`config.mk`:
```
export PLATFORM = sky130hd
export DESIGN_NAME = mem_arbiter_flat
export DESIGN_NICKNAME = d
export VERILOG_FILES = /design/src/rtl/mem_arbiter_pkg.sv /design/src/rtl/mem_arbiter_if.sv /design/src/rtl/mem_arbiter_pick2.sv /design/src/rtl/mem_arbiter.sv /design/src/flat_wrapper.sv
export SDC_FILE = /design/constraint.sdc
export NUM_CORES = 1
export LEC_CHECK = 0
export BUFFER_PORTS_ARGS = -buffer_cell sky130_fd_sc_hd__buf_2
export CORE_MARGIN = 2
export CORE_UTILIZATION = 32
export DETAILED_ROUTE_END_ITERATION = 7
export PLACE_DENSITY = 0.65
export SKIP_CTS_REPAIR_TIMING = 1
export SLEW_MARGIN = 20
export SYNTH_ARGS = -nofsm -noshare
export SYNTH_HDL_FRONTEND = slang
export SYNTH_SLANG_ARGS = --single-unit
```
`constraint.sdc`:
```
create_clock -name clk -period 1.7 [get_ports clk]
set_clock_uncertainty 0.15 [all_clocks]
set_input_delay 0.085 -clock clk [delete_from_list [all_inputs] [get_ports clk]]
set_output_delay 0.085 -clock clk [all_outputs]
set_load 0.02 [all_outputs]
```
`src/rtl/mem_arbiter_pkg.sv`:
```
// Shared types for the two-port memory arbiter: FSM states, requester ids,
// access-size encodings and the alignment rule.
package mem_arb_pkg;

    typedef enum logic [1:0] {
        ST_IDLE  = 2'd0,
        ST_ISSUE = 2'd1,
        ST_RDATA = 2'd2,
        ST_RESP  = 2'd3
    } state_e;

    typedef enum logic {
        ID_IFETCH = 1'b0,
        ID_DATA   = 1'b1
    } req_id_e;

    localparam logic [1:0] SZ_WORD = 2'd0;
    localparam logic [1:0] SZ_HALF = 2'd1;
    localparam logic [1:0] SZ_BYTE = 2'd2;

    // Words need addr[1:0]==0, halves need addr[0]==0, bytes are always aligned.
    function automatic logic misaligned(input logic [1:0] size, input logic [1:0] addr_lo);
        return ((size == SZ_WORD) && (addr_lo != 2'b00)) ||
               ((size == SZ_HALF) && addr_lo[0]);
    endfunction

endpackage

```
`src/rtl/mem_arbiter_if.sv`:
```
// Bundle of the ifetch port, data port and shared-memory port.
// master = arbiter side, slave = requesters plus memory.
interface mem_arbiter_if;
    logic        i_req;
    logic [31:0] i_addr;
    logic        i_ack;
    logic [31:0] i_rdata;

    logic        d_req;
    logic [31:0] d_addr;
    logic [31:0] d_wdata;
    logic        d_rd_wr;
    logic [1:0]  d_size;
    logic        d_ack;
    logic [31:0] d_rdata;
    logic        d_err;

    logic [31:0] mem_addr;
    logic [31:0] mem_data_in;
    logic [1:0]  mem_access_size;
    logic        mem_rd_wr;
    logic        mem_enable;
    logic [31:0] mem_data_out;
    logic        mem_busy;

    modport master (
        input  i_req, i_addr, d_req, d_addr, d_wdata, d_rd_wr, d_size,
               mem_data_out, mem_busy,
        output i_ack, i_rdata, d_ack, d_rdata, d_err,
               mem_addr, mem_data_in, mem_access_size, mem_rd_wr, mem_enable
    );

    modport slave (
        output i_req, i_addr, d_req, d_addr, d_wdata, d_rd_wr, d_size,
               mem_data_out, mem_busy,
        input  i_ack, i_rdata, d_ack, d_rdata, d_err,
               mem_addr, mem_data_in, mem_access_size, mem_rd_wr, mem_enable
    );
endinterface

```
`src/rtl/mem_arbiter_pick2.sv`:
```
// Two-way grant selection. A lone requester always wins; on a tie the
// winner is either the port not granted last (RR_EN!=0) or the data port.
module arb_pick2
    import mem_arb_pkg::*;
#(
    parameter int RR_EN = 1
) (
    input  logic    i_req_i,
    input  logic    d_req_i,
    input  req_id_e last_grant_i,
    output logic    valid_o,
    output req_id_e grant_o
);

    // Pure combinational pick; history only matters on a tie.
    always_comb begin
        valid_o = i_req_i | d_req_i;
        grant_o = ID_IFETCH;
        if (i_req_i && d_req_i) begin
            grant_o = ((RR_EN != 0) && (last_grant_i == ID_DATA)) ? ID_IFETCH : ID_DATA;
        end else if (d_req_i) begin
            grant_o = ID_DATA;
        end
    end

endmodule

```
`src/rtl/mem_arbiter.sv`:
```
// Ifetch/data arbiter in front of a single shared memory. One transaction
// in flight: IDLE samples and latches the winner, ISSUE drives memory,
// RDATA captures read data, RESP pulses the winner's ack for one cycle.
module mem_arbiter
    import mem_arb_pkg::*;
#(
    parameter int RR_EN = 1
) (
    input  logic          clk,
    input  logic          reset,
    mem_arbiter_if.master bus
);

    state_e      state_q, state_d;
    req_id_e     last_q, last_d;
    req_id_e     gnt_q, gnt_d;
    logic [31:0] addr_q, addr_d;
    logic [31:0] wdata_q, wdata_d;
    logic        rd_wr_q, rd_wr_d;
    logic [1:0]  size_q, size_d;
    logic        err_q, err_d;
    logic [31:0] rdata_q, rdata_d;

    logic        pick_valid;
    req_id_e     pick_gnt;
    logic [31:0] sel_addr;
    logic [1:0]  sel_size;
    logic        sel_rd_wr;
    logic        sel_mis;
    logic        i_ack_w, d_ack_w;

    arb_pick2 #(.RR_EN(RR_EN)) u_pick (
        .i_req_i      (bus.i_req),
        .d_req_i      (bus.d_req),
        .last_grant_i (last_q),
        .valid_o      (pick_valid),
        .grant_o      (pick_gnt)
    );

    // Ifetch is always a word read.
    assign sel_addr  = (pick_gnt == ID_DATA) ? bus.d_addr    : bus.i_addr;
    assign sel_size  = (pick_gnt == ID_DATA) ? bus.d_size    : SZ_WORD;
    assign sel_rd_wr = (pick_gnt == ID_DATA) ? bus.d_rd_wr   : 1'b1;
    assign sel_mis   = misaligned(sel_size, sel_addr[1:0]);

    // Next-state and latch logic; registers hold unless the state acts on them.
    always_comb begin
        state_d = state_q;
        last_d  = last_q;
        gnt_d   = gnt_q;
        addr_d  = addr_q;
        wdata_d = wdata_q;
        rd_wr_d = rd_wr_q;
        size_d  = size_q;
        err_d   = err_q;
        rdata_d = rdata_q;
        case (state_q)
            ST_IDLE: begin
                if (pick_valid) begin
                    last_d  = pick_gnt;
                    gnt_d   = pick_gnt;
                    addr_d  = sel_addr;
                    size_d  = sel_size;
                    rd_wr_d = sel_rd_wr;
                    if (pick_gnt == ID_DATA) wdata_d = bus.d_wdata;
                    err_d   = sel_mis;
                    rdata_d = '0;
                    // Misaligned accesses never touch memory.
                    state_d = sel_mis ? ST_RESP : ST_ISSUE;
                end
            end
            ST_ISSUE: begin
                if (!bus.mem_busy) state_d = rd_wr_q ? ST_RDATA : ST_RESP;
            end
            ST_RDATA: begin
                rdata_d = bus.mem_data_out;
                state_d = ST_RESP;
            end
            ST_RESP: begin
                state_d = ST_IDLE;
            end
            default: state_d = ST_IDLE;
        endcase
    end

    // State and latched-transaction registers with synchronous reset.
    always_ff @(posedge clk) begin
        if (reset) begin
            state_q <= ST_IDLE;
            last_q  <= ID_IFETCH;
            gnt_q   <= ID_IFETCH;
            addr_q  <= '0;
            wdata_q <= '0;
            rd_wr_q <= 1'b1;
            size_q  <= SZ_WORD;
            err_q   <= 1'b0;
            rdata_q <= '0;
        end else begin
            state_q <= state_d;
            last_q  <= last_d;
            gnt_q   <= gnt_d;
            addr_q  <= addr_d;
            wdata_q <= wdata_d;
            rd_wr_q <= rd_wr_d;
            size_q  <= size_d;
            err_q   <= err_d;
            rdata_q <= rdata_d;
        end
    end

    assign i_ack_w = (state_q == ST_RESP) && (gnt_q == ID_IFETCH);
    assign d_ack_w = (state_q == ST_RESP) && (gnt_q == ID_DATA);

    assign bus.i_ack   = i_ack_w;
    assign bus.d_ack   = d_ack_w;
    assign bus.i_rdata = i_ack_w ? rdata_q : '0;
    assign bus.d_rdata = d_ack_w ? rdata_q : '0;
    assign bus.d_err   = d_ack_w & err_q;

    // Memory side: address/data hold their last latched values; rd_wr idles high.
    assign bus.mem_enable      = (state_q == ST_ISSUE);
    assign bus.mem_rd_wr       = (state_q == ST_ISSUE) ? rd_wr_q : 1'b1;
    assign bus.mem_addr        = addr_q;
    assign bus.mem_data_in     = wdata_q;
    assign bus.mem_access_size = size_q;

endmodule

```
`src/flat_wrapper.sv`:
```
// flat-port wrapper written by rule: the top's interface ports become plain ports
module mem_arbiter_flat import mem_arb_pkg::*;
#(
    parameter int RR_EN = 1
)
  (clk, reset, bus_i_req, bus_i_addr, bus_d_req, bus_d_addr, bus_d_wdata, bus_d_rd_wr, bus_d_size, bus_mem_data_out, bus_mem_busy, bus_i_ack, bus_i_rdata, bus_d_ack, bus_d_rdata, bus_d_err, bus_mem_addr, bus_mem_data_in, bus_mem_access_size, bus_mem_rd_wr, bus_mem_enable);
  mem_arbiter_if bus_i ();
  input  logic clk;
  input  logic reset;
  input wire logic [$bits(bus_i.i_req)-1:0] bus_i_req;
  input wire logic [$bits(bus_i.i_addr)-1:0] bus_i_addr;
  input wire logic [$bits(bus_i.d_req)-1:0] bus_d_req;
  input wire logic [$bits(bus_i.d_addr)-1:0] bus_d_addr;
  input wire logic [$bits(bus_i.d_wdata)-1:0] bus_d_wdata;
  input wire logic [$bits(bus_i.d_rd_wr)-1:0] bus_d_rd_wr;
  input wire logic [$bits(bus_i.d_size)-1:0] bus_d_size;
  input wire logic [$bits(bus_i.mem_data_out)-1:0] bus_mem_data_out;
  input wire logic [$bits(bus_i.mem_busy)-1:0] bus_mem_busy;
  output wire logic [$bits(bus_i.i_ack)-1:0] bus_i_ack;
  output wire logic [$bits(bus_i.i_rdata)-1:0] bus_i_rdata;
  output wire logic [$bits(bus_i.d_ack)-1:0] bus_d_ack;
  output wire logic [$bits(bus_i.d_rdata)-1:0] bus_d_rdata;
  output wire logic [$bits(bus_i.d_err)-1:0] bus_d_err;
  output wire logic [$bits(bus_i.mem_addr)-1:0] bus_mem_addr;
  output wire logic [$bits(bus_i.mem_data_in)-1:0] bus_mem_data_in;
  output wire logic [$bits(bus_i.mem_access_size)-1:0] bus_mem_access_size;
  output wire logic [$bits(bus_i.mem_rd_wr)-1:0] bus_mem_rd_wr;
  output wire logic [$bits(bus_i.mem_enable)-1:0] bus_mem_enable;
  assign bus_i.i_req = bus_i_req;
  assign bus_i.i_addr = bus_i_addr;
  assign bus_i.d_req = bus_d_req;
  assign bus_i.d_addr = bus_d_addr;
  assign bus_i.d_wdata = bus_d_wdata;
  assign bus_i.d_rd_wr = bus_d_rd_wr;
  assign bus_i.d_size = bus_d_size;
  assign bus_i.mem_data_out = bus_mem_data_out;
  assign bus_i.mem_busy = bus_mem_busy;
  assign bus_i_ack = bus_i.i_ack;
  assign bus_i_rdata = bus_i.i_rdata;
  assign bus_d_ack = bus_i.d_ack;
  assign bus_d_rdata = bus_i.d_rdata;
  assign bus_d_err = bus_i.d_err;
  assign bus_mem_addr = bus_i.mem_addr;
  assign bus_mem_data_in = bus_i.mem_data_in;
  assign bus_mem_access_size = bus_i.mem_access_size;
  assign bus_mem_rd_wr = bus_i.mem_rd_wr;
  assign bus_mem_enable = bus_i.mem_enable;
  mem_arbiter #(.RR_EN(RR_EN)) u_core (.clk(clk), .reset(reset), .bus(bus_i));
endmodule
```
# Word-level counts from Yosys, hierarchy flattened
# Index checks and enable logic that the tools add are counted.
op_classes:
  n_eq_ne: 6
  mux: 16
  n_bitwise: 3
  n_reduce_logical: 14
op_table:
  columns: ["cell", "count"]
  rows:
  - ["2-to-1 mux 32 bit", 4]
  - ["one-hot mux 32 bit (2 select lines)", 1]
  - ["2-to-1 mux 2 bit", 4]
  - ["one-hot mux 2 bit (4 select lines)", 1]
  - ["2-to-1 mux 1 bit", 6]
  - ["AND reduction 2 bit", 3]
  - ["logical AND 1 bit", 5]
  - ["equality test 2 x 1 -> 1 bit, second input constant", 2]
  - ["equality test 2 bit, second input constant", 2]
  - ["zero test 2 bit", 2]
  - ["nonzero test 2 bit", 2]
  - ["AND reduction 3 bit", 1]
  - ["inequality test 2 x 1 -> 1 bit, second input constant", 1]
  - ["inequality test 2 bit, second input constant", 1]
  - ["bitwise AND 1 bit", 1]
  - ["logical OR 1 bit", 1]
  - ["inverter 1 bit", 1]
  - ["bitwise OR 1 bit", 1]
totals:
  regBits: 103
  in_bits: 136

# Logic depth before layout (Yosys ltp)
logic_depth:
  depth_word: 9
  ltp_mapped: 8
  mapped_depth_nobuf: 6

# Modules after synthesis
# A second synthesis with hierarchy kept.
unflattened:
  cells_unflattened: 515
  hier_area_um2: 4594.4
by_module_without_submodules:
  columns: ["module", "n_inst", "cells_each", "area_each_um2", "seq_area_each_um2"]
  rows:
  - ["mem_arbiter", 1, 513, 4580.6, 2062.0]
  - ["arb_pick2", 1, 2, 13.8, 0.0]

# Worst setup path before layout
# No wires, ideal clock.
synth_timing:
  kind: "reg-to-output"
  startpoint: "register u_core.state_q[1]"
  endpoint: "output bus_i_rdata[22]"
  arrival_ps: 1491
  required_time_ps: 1465
  slack_ps: -26
  path_stages_with_launch: 5
  n_path_buf: 1
  cell_sequence: "dfxtp_1 > ha_1 > nor2b_1 > clkbuf_1 > and2_1"
synth_between:
  elab_chain_cells: 3
synth_lines:
  columns: ["item", "line", "source"]
  rows:
  - ["start: declaration", "mem_arbiter.sv:14", "state_e state_q, state_d;"]
  - ["start signal: assignment", "mem_arbiter.sv:99", "state_q <= state_d;"]
  - ["equality test 2 bit", "mem_arbiter.sv:111", "assign i_ack_w = (state_q == ST_RESP) && (gnt_q == ID_IFETCH);"]
  - ["logical AND 1 bit", "mem_arbiter.sv:111", null]
  - ["named net bus_i_ack", "flat_wrapper.sv:19", "output wire logic [$bits(bus_i.i_ack)-1:0] bus_i_ack;"]
  - ["2-to-1 mux 32 bit", "mem_arbiter.sv:116", "assign bus.i_rdata = i_ack_w ? rdata_q : '0;"]
  - ["end: declaration", "flat_wrapper.sv:20", "output wire logic [$bits(bus_i.i_rdata)-1:0] bus_i_rdata;"]
# The timed path passes the listed nets, and every way through them passes these cells.

# Worst setup path in the final report
layout_timing:
  startpoint: "register u_core.state_q[1]"
  endpoint: "output bus_i_rdata[1]"
layout_between:
  elab_chain_cells: 3
layout_lines:
  columns: ["item", "line"]
  rows:
  - ["equality test 2 bit", "mem_arbiter.sv:111"]
  - ["logical AND 1 bit", "mem_arbiter.sv:111"]
  - ["2-to-1 mux 32 bit", "mem_arbiter.sv:116"]
# No other way between the ends.

==> impl_metrics.json <==
{
  "p_switching_mw": 3.712,
  "worst_slew_pin_slew_ps": 293.5,
  "drive_gt1_frac": 0.3804,
  "p_per_area_nw_per_um2": 1146,
  "place_area_um2": 6025,
  "outcome": "complete, but fails checks",
  "rsz0062_at_grt": "yes",
  "period_share": 1.089,
  "pwr-share-comb": 0.458,
  "setup_viol": 50,
  "drc": 0,
  "die_y_um": 120.8,
  "crit_buf_inv": 3,
  "synth_cell_type_count": 32,
  "use_met2": 0.3093,
  "port_buffers": 270,
  "path_clk_slew_ps": 70,
  "place_congestion": 0.7513,
  "viasPerCell": 4.919,
  "p_leak_nw": 3.841,
  "grt_pass1_wl_um": 20820,
  "path_delay_family": "buffers and inverters",
  "criticalPathCategory": "flop to output pin",
  "p_int_mw": 5.833,
  "syn_area_um2": 4368,
  "pwr-share-seq": 0.337,
  "syn-num-nets": 687,
  "grtUsageMet3": 0.05000,
  "cts_sinks": 103,
  "clock_path_buffers": 2,
  "cts_max_level": 3,
  "dp_hpwl_um": 9819,
  "hold_class": "input port to flop",
  "fmax_ghz": 0.5404,
  "cts_tree": "built",
  "clock_latency_ps": 350,
  "overflow": 0,
  "syn-mean-instance-area_um2": 8.000,
  "vdd.ir_drop.worst_v": 0.0005629,
  "synth-seq-cells": 103,
  "wire_per_inst_um": 16.07,
  "postSynthCellCount": 546,
  "violations": "negative setup slack",
  "routed_wl_um": 18100,
  "hold_slack_ps": 85.31,
  "yosysTopAreaCellShare": 0.4721,
  "hold_viol": 0,
  "yosys_warnings": 0,
  "grt_pass1_vias": 4253,
  "required_ps": 1460,
  "fp.dieW_um": 120.8,
  "die_area_um2": 14600,
  "synth.area.top_cells": "dfxtp_1, nand2_1, a22oi_1, and3_1, and2_1",
  "sw_frac_of_total": 0.3889,
  "final_nets": 1085,
  "startpoint_type": "flop",
  "p_clk_frac": 0.205,
  "crit_arrival_ps": 1620,
  "worst_slack_ps": -150.5,
  "io_pins": 271,
  "drtPass1Iterations": 4,
  "grt_util_met1": 0.2119,
  "grtUsageTotal": 0.1789,
  "antenna_found_initial": 1,
  "clockRootBuffer": "clkbuf_16",
  "synth_top_area_cell": "dfxtp_1",
  "fin_crit_ps": 1851,
  "p_total_mw": 9.545,
  "crit_fanout": 33,
  "dr.first_iter.drc_count": 340,
  "busiest_layer": "met2",
  "max_slew_margin": 0.8032,
  "synthToLayoutAreaGrowth_pct": 90.69,
  "max_cap_violations": 0,
  "slowest_delay_ps": 330,
  "maxSlewViolCount": 0,
  "vias": 5539,
  "std_cell_rows": 42,
  "ant_nets": 0,
  "endpoint_kind": "output pin",
  "core-area_um2": 13300,
  "crit_path_cell_trace": "buf_6 > ha_4 > nor2b_4 > buf_12 > and2_1 > buf_4",
  "seq_area_frac_synth": 0.4721,
  "fin_area_um2": 8329,
  "grt_max_degree": 66,
  "cts_buffers": 9,
  "initial_utilization": 0.3285,
  "cp_slowest_cell": "dfxtp_2"
}
-- metal layers --
metal | wire (um) | share of wire
met5 | 0 | 0
met2 | 9176 | 0.51
met4 | 469 | 0.026
met1 | 7053 | 0.39
met3 | 1401 | 0.077
-- synth_stat cells, drive strengths merged --
| cell type | instances |
|---|---|
| nand2 | 131 |
| dfxtp | 103 |
| nor2 | 41 |
| a21oi | 35 |
| a22oi | 34 |
| and3 | 34 |
| and2 | 33 |
| o21ai | 29 |
| a31oi | 26 |
| clkbuf | 26 |
| buf | 22 |
| a311oi | 6 |
| ha | 5 |
| inv | 4 |
| nor2b | 3 |
| nand2b | 2 |
| nor3b | 2 |
| a21bo | 1 |
| a21boi | 1 |
| a21o | 1 |
| a221oi | 1 |
| a32o | 1 |
| mux2i | 1 |
| o211ai | 1 |
| o21a | 1 |
| o21bai | 1 |
| o22ai | 1 |
-- worst paths after layout --
path	start	end	slack (ps)	cells past startpoint
max	u_core.state_q[1]	bus_i_rdata[1]	-150	6
min	bus_i_req	u_core.err_q	90	3
max reg2reg	u_core.state_q[0]	u_core.rdata_q[1]	-10	7
min reg2reg	u_core.bus.mem_data_in[20]	u_core.bus.mem_data_in[20]	300	2
-- tightest hold or removal path, stage by stage --
cell and delay [ps]:
buf_2 170, o21a_4 190, a21o_1 110
-- layout make-up --
class,instances,area (um^2)
Sequential cell,103,2066
Timing Repair Buffer,435,3475
Inverter,4,15.01
Tap cell,176,220.2
Clock inverter,7,56.30
Multi-Input combinational cell,391,2270
Clock buffer,9,225.2
Fill cell,1048,4966
Antenna cell,1,2.502
-- cell families (layout without fill, tap and decap cells) --
group | after synthesis | count (layout) | share of synthesized area
multiplexers | 1 | 1 | 0.002292
other | 0 | 1 | 0
AO/OA/AOI/OAI | 139 | 139 | 0.1985
flip-flops | 103 | 103 | 0.4721
AND/OR/NAND/NOR | 246 | 246 | 0.2578
adder cells (fa/ha/maj) | 5 | 5 | 0.01432
buffers and inverters | 52 | 455 | 0.05500
-- per-stage QoR --
step / worst slack, ps / cells / utilization / TNS [ps]
finish: -150.5 / 1126 / 0.6265 / -4364
global route: -208.5 / 1125 / 0.6263 / -9220
CTS: -236.4 / 985 / 0.4743 / -11200
detailed placement: -39.47 / 969 / 0.4531 / -39.47
global placement: 26.15 / 969 / 0.4531 / 0
floorplan: 14.71 / 546 / - / 0
-- power groups by stage --
stage	clock [mW]	sequential (mW)	combinational [mW]
floorplan	0	3.66	1.71
global placement	0	3.22	3.48
detailed placement	0	3.23	3.47
CTS	2.04	3.18	3.47
global route	2.11	3.27	4.70
finish	1.96	3.22	4.37
-- cell usage in the layout (no fill, tap or decap), types with 2 or more instances in the layout --
cell / Yosys / final
nor2_1: 40 / 40
and3_4: 0 / 25
and3_1: 34 / 9
and2_1: 33 / 32
a31oi_1: 26 / 26
buf_4: 0 / 21
a311oi_1: 6 / 6
o21ai_1: 0 / 2
ha_4: 0 / 2
dfxtp_2: 0 / 3
nand2_1: 130 / 130
inv_1: 4 / 4
clkinvlp_4: 0 / 3
buf_2: 18 / 211
a21oi_1: 35 / 34
dlygate4sd3_1: 0 / 133
a22oi_2: 0 / 2
dfxtp_1: 103 / 100
ha_1: 5 / 2
buf_12: 0 / 11
nand2b_1: 2 / 2
a22oi_1: 34 / 32
o21ai_0: 29 / 27
clkbuf_16: 0 / 12
buf_6: 3 / 55
-- registers in the layout, indices dropped and copies added (netlist names) --
signal,flops
u_core.rd_wr_q,1
u_core.bus.mem_access_size,2
u_core.err_q,1
u_core.rdata_q,32
u_core.bus.mem_data_in,32
u_core.bus.mem_addr,32
u_core.last_q,1
u_core.state_q,2
Power figures use the tool's default switching activity.
